`config.mk`:
```
export PLATFORM = sky130hd
export DESIGN_NAME = exe_div_unit_flat
export DESIGN_NICKNAME = d
export VERILOG_FILES = /design/src/rtl/exe_div_unit_pkg.sv /design/src/rtl/exe_div_unit_if.sv /design/src/rtl/exe_div_unit.sv /design/src/flat_wrapper.sv
export SDC_FILE = /design/constraint.sdc
export NUM_CORES = 1
export LEC_CHECK = 0
export CAP_MARGIN = 20
export CORE_MARGIN = 4
export CORE_UTILIZATION = 43
export CTS_BUF_LIST = sky130_fd_sc_hd__clkbuf_8
export DETAILED_ROUTE_END_ITERATION = 16
export GPL_ROUTABILITY_DRIVEN = 0
export PLACE_DENSITY = 0.61
export SYNTH_ARGS = -nofsm -noshare
export SYNTH_HDL_FRONTEND = slang
export SYNTH_SLANG_ARGS = --single-unit
export TNS_END_PERCENT = 20
```
`constraint.sdc`:
```
create_clock -name clk -period 5.96 [get_ports clk]
set_input_delay 1.49 -clock clk [delete_from_list [all_inputs] [get_ports clk]]
set_output_delay 1.49 -clock clk [all_outputs]
set_load 0.005 [all_outputs]
```
`src/rtl/exe_div_unit_pkg.sv`:
```
// rtl/exe_div_unit_pkg.sv - shared constants and state type for the EXE-stage divider
package exe_div_unit_pkg;

   localparam int DIV_XLEN  = 32;
   localparam int DIV_CNT_W = 6;

   localparam logic [2:0] DIV_F3  = 3'b100;
   localparam logic [2:0] DIVU_F3 = 3'b101;
   localparam logic [2:0] REM_F3  = 3'b110;
   localparam logic [2:0] REMU_F3 = 3'b111;

   localparam logic [6:0] MULDIV_F7 = 7'b0000001;

   typedef enum logic [1:0] {
      IDLE,
      CALC,
      DONE
   } div_state_t;

endpackage

```
`src/rtl/exe_div_unit_if.sv`:
```
// rtl/exe_div_unit_if.sv - EX-stage divide request/response bundle
interface exe_div_unit_if;
   import exe_div_unit_pkg::*;

   logic                start;
   logic [2:0]          funct3;
   logic [DIV_XLEN-1:0] rs1_data;
   logic [DIV_XLEN-1:0] rs2_data;
   logic [5:0]          rd_addr;
   logic                flush;
   logic                stall;
   logic                done;
   logic [DIV_XLEN-1:0] result;
   logic [5:0]          rd_addr_out;

   modport master (
      output start, funct3, rs1_data, rs2_data, rd_addr, flush,
      input  stall, done, result, rd_addr_out
   );

   modport slave (
      input  start, funct3, rs1_data, rs2_data, rd_addr, flush,
      output stall, done, result, rd_addr_out
   );

endinterface

```
`src/rtl/exe_div_unit.sv`:
```
// rtl/exe_div_unit.sv - iterative RV32M restoring divide/remainder unit with pipeline stall
module exe_div_unit
   import exe_div_unit_pkg::*;
#(
   parameter int XLEN  = DIV_XLEN,
   parameter int CNT_W = DIV_CNT_W
) (
   input  logic           clk,
   input  logic           rst,
   exe_div_unit_if.slave  div_if
);

   function automatic logic [XLEN-1:0] abs_val(input logic [XLEN-1:0] x);
      return x[XLEN-1] ? -x : x;
   endfunction

   function automatic logic [XLEN-1:0] neg_if(input logic neg, input logic [XLEN-1:0] x);
      return neg ? -x : x;
   endfunction

   div_state_t       state_q, state_d;
   logic [CNT_W-1:0] cnt_q;
   // Restoring keeps R below the divisor, so the 33rd bit exists only in the trial term.
   logic [XLEN-1:0]  rem_q;
   logic [XLEN-1:0]  quo_q;
   logic [XLEN-1:0]  dvs_q;
   logic [2:0]       f3_q;
   logic [5:0]       rd_q;
   logic             neg_q_q;
   logic             neg_r_q;
   logic [XLEN-1:0]  result_q;
   logic [5:0]       rd_out_q;

   logic             is_signed, is_rem, start_ok, div_zero, overflow, fast_path;
   logic [XLEN-1:0]  special_res;
   logic [XLEN:0]    shifted, trial;
   logic [XLEN-1:0]  step_rem, step_quo, final_res;
   logic             last_step, rem_op_q;

   always_comb begin
      is_signed   = (div_if.funct3 == DIV_F3) || (div_if.funct3 == REM_F3);
      is_rem      = (div_if.funct3 == REM_F3) || (div_if.funct3 == REMU_F3);
      start_ok    = (state_q == IDLE) && div_if.start && !div_if.flush;
      div_zero    = (div_if.rs2_data == '0);
      overflow    = is_signed && (div_if.rs1_data == {1'b1, {(XLEN-1){1'b0}}})
                    && (div_if.rs2_data == '1);
      fast_path   = div_zero || overflow;
      special_res = '0;
      if (div_zero)
         special_res = is_rem ? div_if.rs1_data : '1;
      else if (!is_rem)
         special_res = {1'b1, {(XLEN-1){1'b0}}};
   end

   always_comb begin
      shifted   = {rem_q, quo_q[XLEN-1]};
      trial     = shifted - {1'b0, dvs_q};
      step_rem  = trial[XLEN] ? shifted[XLEN-1:0] : trial[XLEN-1:0];
      step_quo  = {quo_q[XLEN-2:0], ~trial[XLEN]};
      rem_op_q  = (f3_q == REM_F3) || (f3_q == REMU_F3);
      final_res = rem_op_q ? neg_if(neg_r_q, step_rem) : neg_if(neg_q_q, step_quo);
      last_step = (cnt_q == CNT_W'(XLEN-1));
   end

   always_ff @(posedge clk or posedge rst) begin
      if (rst)
         state_q <= IDLE;
      else
         state_q <= state_d;
   end

   always_comb begin
      state_d = state_q;
      case (state_q)
         IDLE:    if (start_ok) state_d = fast_path ? DONE : CALC;
         CALC:    if (last_step) state_d = DONE;
         DONE:    state_d = IDLE;
         default: state_d = IDLE;
      endcase
      if (div_if.flush)
         state_d = IDLE;
   end

   always_ff @(posedge clk or posedge rst) begin
      if (rst) begin
         cnt_q    <= '0;
         rem_q    <= '0;
         quo_q    <= '0;
         dvs_q    <= '0;
         f3_q     <= '0;
         rd_q     <= '0;
         neg_q_q  <= 1'b0;
         neg_r_q  <= 1'b0;
         result_q <= '0;
         rd_out_q <= '0;
      end else if (start_ok) begin
         f3_q    <= div_if.funct3;
         rd_q    <= div_if.rd_addr;
         cnt_q   <= '0;
         rem_q   <= '0;
         quo_q   <= is_signed ? abs_val(div_if.rs1_data) : div_if.rs1_data;
         dvs_q   <= is_signed ? abs_val(div_if.rs2_data) : div_if.rs2_data;
         neg_q_q <= is_signed && (div_if.rs1_data[XLEN-1] ^ div_if.rs2_data[XLEN-1]);
         neg_r_q <= is_signed && div_if.rs1_data[XLEN-1];
         if (fast_path) begin
            result_q <= special_res;
            rd_out_q <= div_if.rd_addr;
         end
      end else if (state_q == CALC && !div_if.flush) begin
         rem_q <= step_rem;
         quo_q <= step_quo;
         cnt_q <= cnt_q + 1'b1;
         if (last_step) begin
            result_q <= final_res;
            rd_out_q <= rd_q;
         end
      end
   end

   assign div_if.stall       = start_ok || (state_q == CALC && !div_if.flush);
   assign div_if.done        = (state_q == DONE) && !div_if.flush;
   assign div_if.result      = result_q;
   assign div_if.rd_addr_out = rd_out_q;

endmodule

```
`src/flat_wrapper.sv`:
```
// flat-port wrapper written by rule: the top's interface ports become plain ports
module exe_div_unit_flat import exe_div_unit_pkg::*;
#(
   parameter int XLEN  = DIV_XLEN,
   parameter int CNT_W = DIV_CNT_W
)
  (clk, rst, div_if_start, div_if_funct3, div_if_rs1_data, div_if_rs2_data, div_if_rd_addr, div_if_flush, div_if_stall, div_if_done, div_if_result, div_if_rd_addr_out);
  exe_div_unit_if div_if_i ();
  input  logic clk;
  input  logic rst;
  input wire logic [$bits(div_if_i.start)-1:0] div_if_start;
  input wire logic [$bits(div_if_i.funct3)-1:0] div_if_funct3;
  input wire logic [$bits(div_if_i.rs1_data)-1:0] div_if_rs1_data;
  input wire logic [$bits(div_if_i.rs2_data)-1:0] div_if_rs2_data;
  input wire logic [$bits(div_if_i.rd_addr)-1:0] div_if_rd_addr;
  input wire logic [$bits(div_if_i.flush)-1:0] div_if_flush;
  output wire logic [$bits(div_if_i.stall)-1:0] div_if_stall;
  output wire logic [$bits(div_if_i.done)-1:0] div_if_done;
  output wire logic [$bits(div_if_i.result)-1:0] div_if_result;
  output wire logic [$bits(div_if_i.rd_addr_out)-1:0] div_if_rd_addr_out;
  assign div_if_i.start = div_if_start;
  assign div_if_i.funct3 = div_if_funct3;
  assign div_if_i.rs1_data = div_if_rs1_data;
  assign div_if_i.rs2_data = div_if_rs2_data;
  assign div_if_i.rd_addr = div_if_rd_addr;
  assign div_if_i.flush = div_if_flush;
  assign div_if_stall = div_if_i.stall;
  assign div_if_done = div_if_i.done;
  assign div_if_result = div_if_i.result;
  assign div_if_rd_addr_out = div_if_i.rd_addr_out;
  exe_div_unit #(.XLEN(XLEN), .CNT_W(CNT_W)) u_core (.clk(clk), .rst(rst), .div_if(div_if_i));
endmodule
```
==> reports/metrics.cfg <==
[run_status]
status=complete, no violations

[setup_path]
critPathMaxFanout=12
r2r_slack_ns=0.43
crit_path_start_kind=register
critical_path_required_ns=6.30
cp-end-kind=register
critPathMaxStageDelay_ns=0.49
crit_chain=inv_1 -> ha_1 -> fa_1 -> nand2b_2 -> a211oi_4 -> o21ai_1 -> o31ai_2 -> or4_1 -> and3_4 -> inv_1 -> buf_4 -> a21oi_1 -> ha_1 -> nand4_1 -> nor4b_1 -> nand4_1 -> o32a_1 -> nand2b_1 -> o21ai_0 -> xor2_1 -> o21ai_0
critical-path-slowest-cell=dfrtp_1
cp.arrival_ns=5.87
worstSetupPathType=reg -> reg

[clock_tree]
cts_buffers=17
cts_buffer_depth=2
postCtsHoldBufs=0
clkLatencyLatePin_ns=0.48
root_buffer=clkbuf_8
cts_tree=yes
clock_sinks=152
htreeDepth=4
cts.clk_slew.worst_paths_ns=0.10

[final_layout]
fillers=2737
n_antenna_cell=0
final_layout_size_suffix_gt1_frac=0.05915
nets=1726
regArea_um2=3804
area_growth_pct=15.10
multi_input_area_um2=7591

[grt]
grt_pass1_wl_mm=63.42
grt_pass1_vias=11241
gr-total-overflow=0
antenna_found_initial=0
grt_max_degree=98
track_usage=0.2571

[route]
postRouteAntennaNets=0
routedWlPerCell_um=19.93
first_iter_violations=1106
drcViolationCount=0
vias=11884
vias_per_cell=5.939
routed_wl_mm=39.87
firstDrtPassIters=5

[sta]
whs_ns=0.4791
max-slew-margin-rel=0.2587
tns_ns=0
max_freq_mhz=180.9
tightest_slew_ns=1.098
setup_viol=0
slew_violations=0
post-route-period-util=0.9277
setup_ws_ns=0.4309
fin_skew_ns=0.02674
rsz0062_at_grt=false
period_needed_ns=5.529
hold_violations=0

[yosys]
synthTopCellsByArea=dfrtp_1 (32%), o21ai_0 (7.8%), nand2_1 (6.4%)
yosys.cell_count.top_type=nand2_1
yosys.area_share.adder=0.04112
synth_edf_count=0
synth.distinct_cells=85
synth_top_family_by_area=compound AO/OA/AOI/OAI gates
synthSimpleGateAreaFrac=0.2080
synthMuxAreaShare=0.01599
synth_top_area_cell=dfrtp_1
netlist_instances=1535
synth_top_cell_area_share=0.3157
syn_area_per_cell_um2=7.850
ys.flop_type=dfrtp_1
synthArstFlopShare=1.000
synth_common_cells=nand2_1 (206), o21ai_0 (187), dfrtp_1 (152)
synth_compound_gate_area_share=0.2569
postSynthNetCount=1651
yosys_warnings=0
ys_seq_area_frac=0.3157
synthXorXnorAreaFrac=0.1061
synth-seq-cells=152
synthesis.area_um2=12050

[die]
rows=61
dieArea_um2=30760
die_w_um=175.4
coreArea_um2=27710
die_h_um=175.4
start_util=0.4349
io_pins=117

[power_and_ir_drop]
vdd_drop_max_mv=0.1638
p_per_area_nw_per_um2=379.9
total_leakage_power_uw=0.005750

[flow_run]
maxCapViolCount=0

[placement]
place_ws_ns=0.3624
portBuffers=116
dpl.hpwl_mm=29.55

[worst_hold_path]
hp-class=reg -> reg

==> kinds of logic (layout without fill, tap and decap cells) <==
family | count (synthesis) | count (layout)
AOI/OAI and AO/OA | 502 | 502
xor gates and xnor gates | 146 | 146
adders and majority gates | 39 | 39
buffers and inverters | 147 | 235
DFF | 152 | 152
muxes | 19 | 19
and+or+nand+nor | 530 | 530
==> per-layer routing <==
layer,GRT usage,vias up,wire (µm)
li1,-,5662,-
met1,0.3684,5660,18110
met2,0.4028,488,17880
met3,0.03422,74,2648
met4,0.08543,0,1228
met5,0,-,0
==> sequential cells by signal, summed over array words and instances (netlist names) <==
name	flops
u_core.div_if.result	32
u_core.dvs_q	32
u_core.quo_q	32
u_core.rem_q	32
u_core.cnt_q	6
u_core.div_if.rd_addr_out	6
u_core.rd_q	6
u_core.f3_q	2
u_core.state_q	2
u_core.neg_q_q	1
u_core.neg_r_q	1
==> final cells by class <==
type                       count  share of cell area
sequential                   152              0.2743
clock buffer                  17             0.01687
multi-input combinational   1236              0.5474
clock inverter                15             0.01272
tap                          378             0.03410
timing repair buffer         142             0.09780
inverter                      61             0.01687
==> final timing paths <==
path	depth (start not counted)	endpoint	startpoint
worst min register to register	2	u_core.rd_q[0]	u_core.rd_q[0]
max in group asynchronous	3	u_core.div_if.result[9]	rst
worst max-delay path	21	u_core.div_if.result[30]	u_core.quo_q[31]
worst max register to register	21	u_core.div_if.result[30]	u_core.quo_q[31]
worst min-delay path	2	u_core.rd_q[0]	u_core.rd_q[0]
min in group asynchronous	2	u_core.cnt_q[3]	rst
==> worst max-delay path, delay by kind of cell (launching register included) <==
family                     cells  cell delay [ns]
DFF                            1             0.49
AOI/OAI and AO/OA              7             1.89
and+or+nand+nor                7             1.60
xor gates and xnor gates       1             0.18
adders and majority gates      3             0.84
buffers and inverters          3             0.39
==> where the power goes <==
| group | internal (µW) | leakage (µW) | switching, µW |
|---|---|---|---|
| logic | 1120 | 0.00354 | 1820 |
| clock network | 390 | 0.000209 | 479 |
| registers | 1200 | 0.00200 | 249 |
| total | 2720 | 0.00575 | 2550 |
==> through the flow <==
step                      power [µW]  area, µm²    util  instances
after floorplan                 3573      12050       -       1535
after global placement          4330      13450  0.4856       1969
after detailed placement        4356      13450  0.4856       1969
after CTS                       5245      13860  0.5004       2001
after global routing            5659      13870  0.5006       2001
final                           5268      13870  0.5006       2001
==> placed cells by master (no fill, tap or decap), drive strengths merged, types with 11 or more instances in the layout <==
master	netlist	final
nand2	206	206
clkbuf	71	17
o31ai	28	28
clkdlybuf4s50	0	116
o21ai	192	192
a21oi	114	114
nand3	32	32
o211ai	14	14
ha	38	38
a22oi	31	31
a21o	14	14
nor3	43	43
inv	61	71
buf	15	26
xor2	65	65
xnor2	81	81
and2	14	14
o41ai	11	11
a31oi	20	20
nand2b	14	14
nor4	14	14
mux2i	17	17
nor2	118	118
or3	14	14
nand4	24	24
dfrtp	152	152
==> timing repair <==
action / 4_1_cts / 5_1_grt
setup endpoints to repair: 0 / 2
buffers inserted: 0 / 0
gates resized for setup: 0 / 1
(Power assumes the default switching activity.)
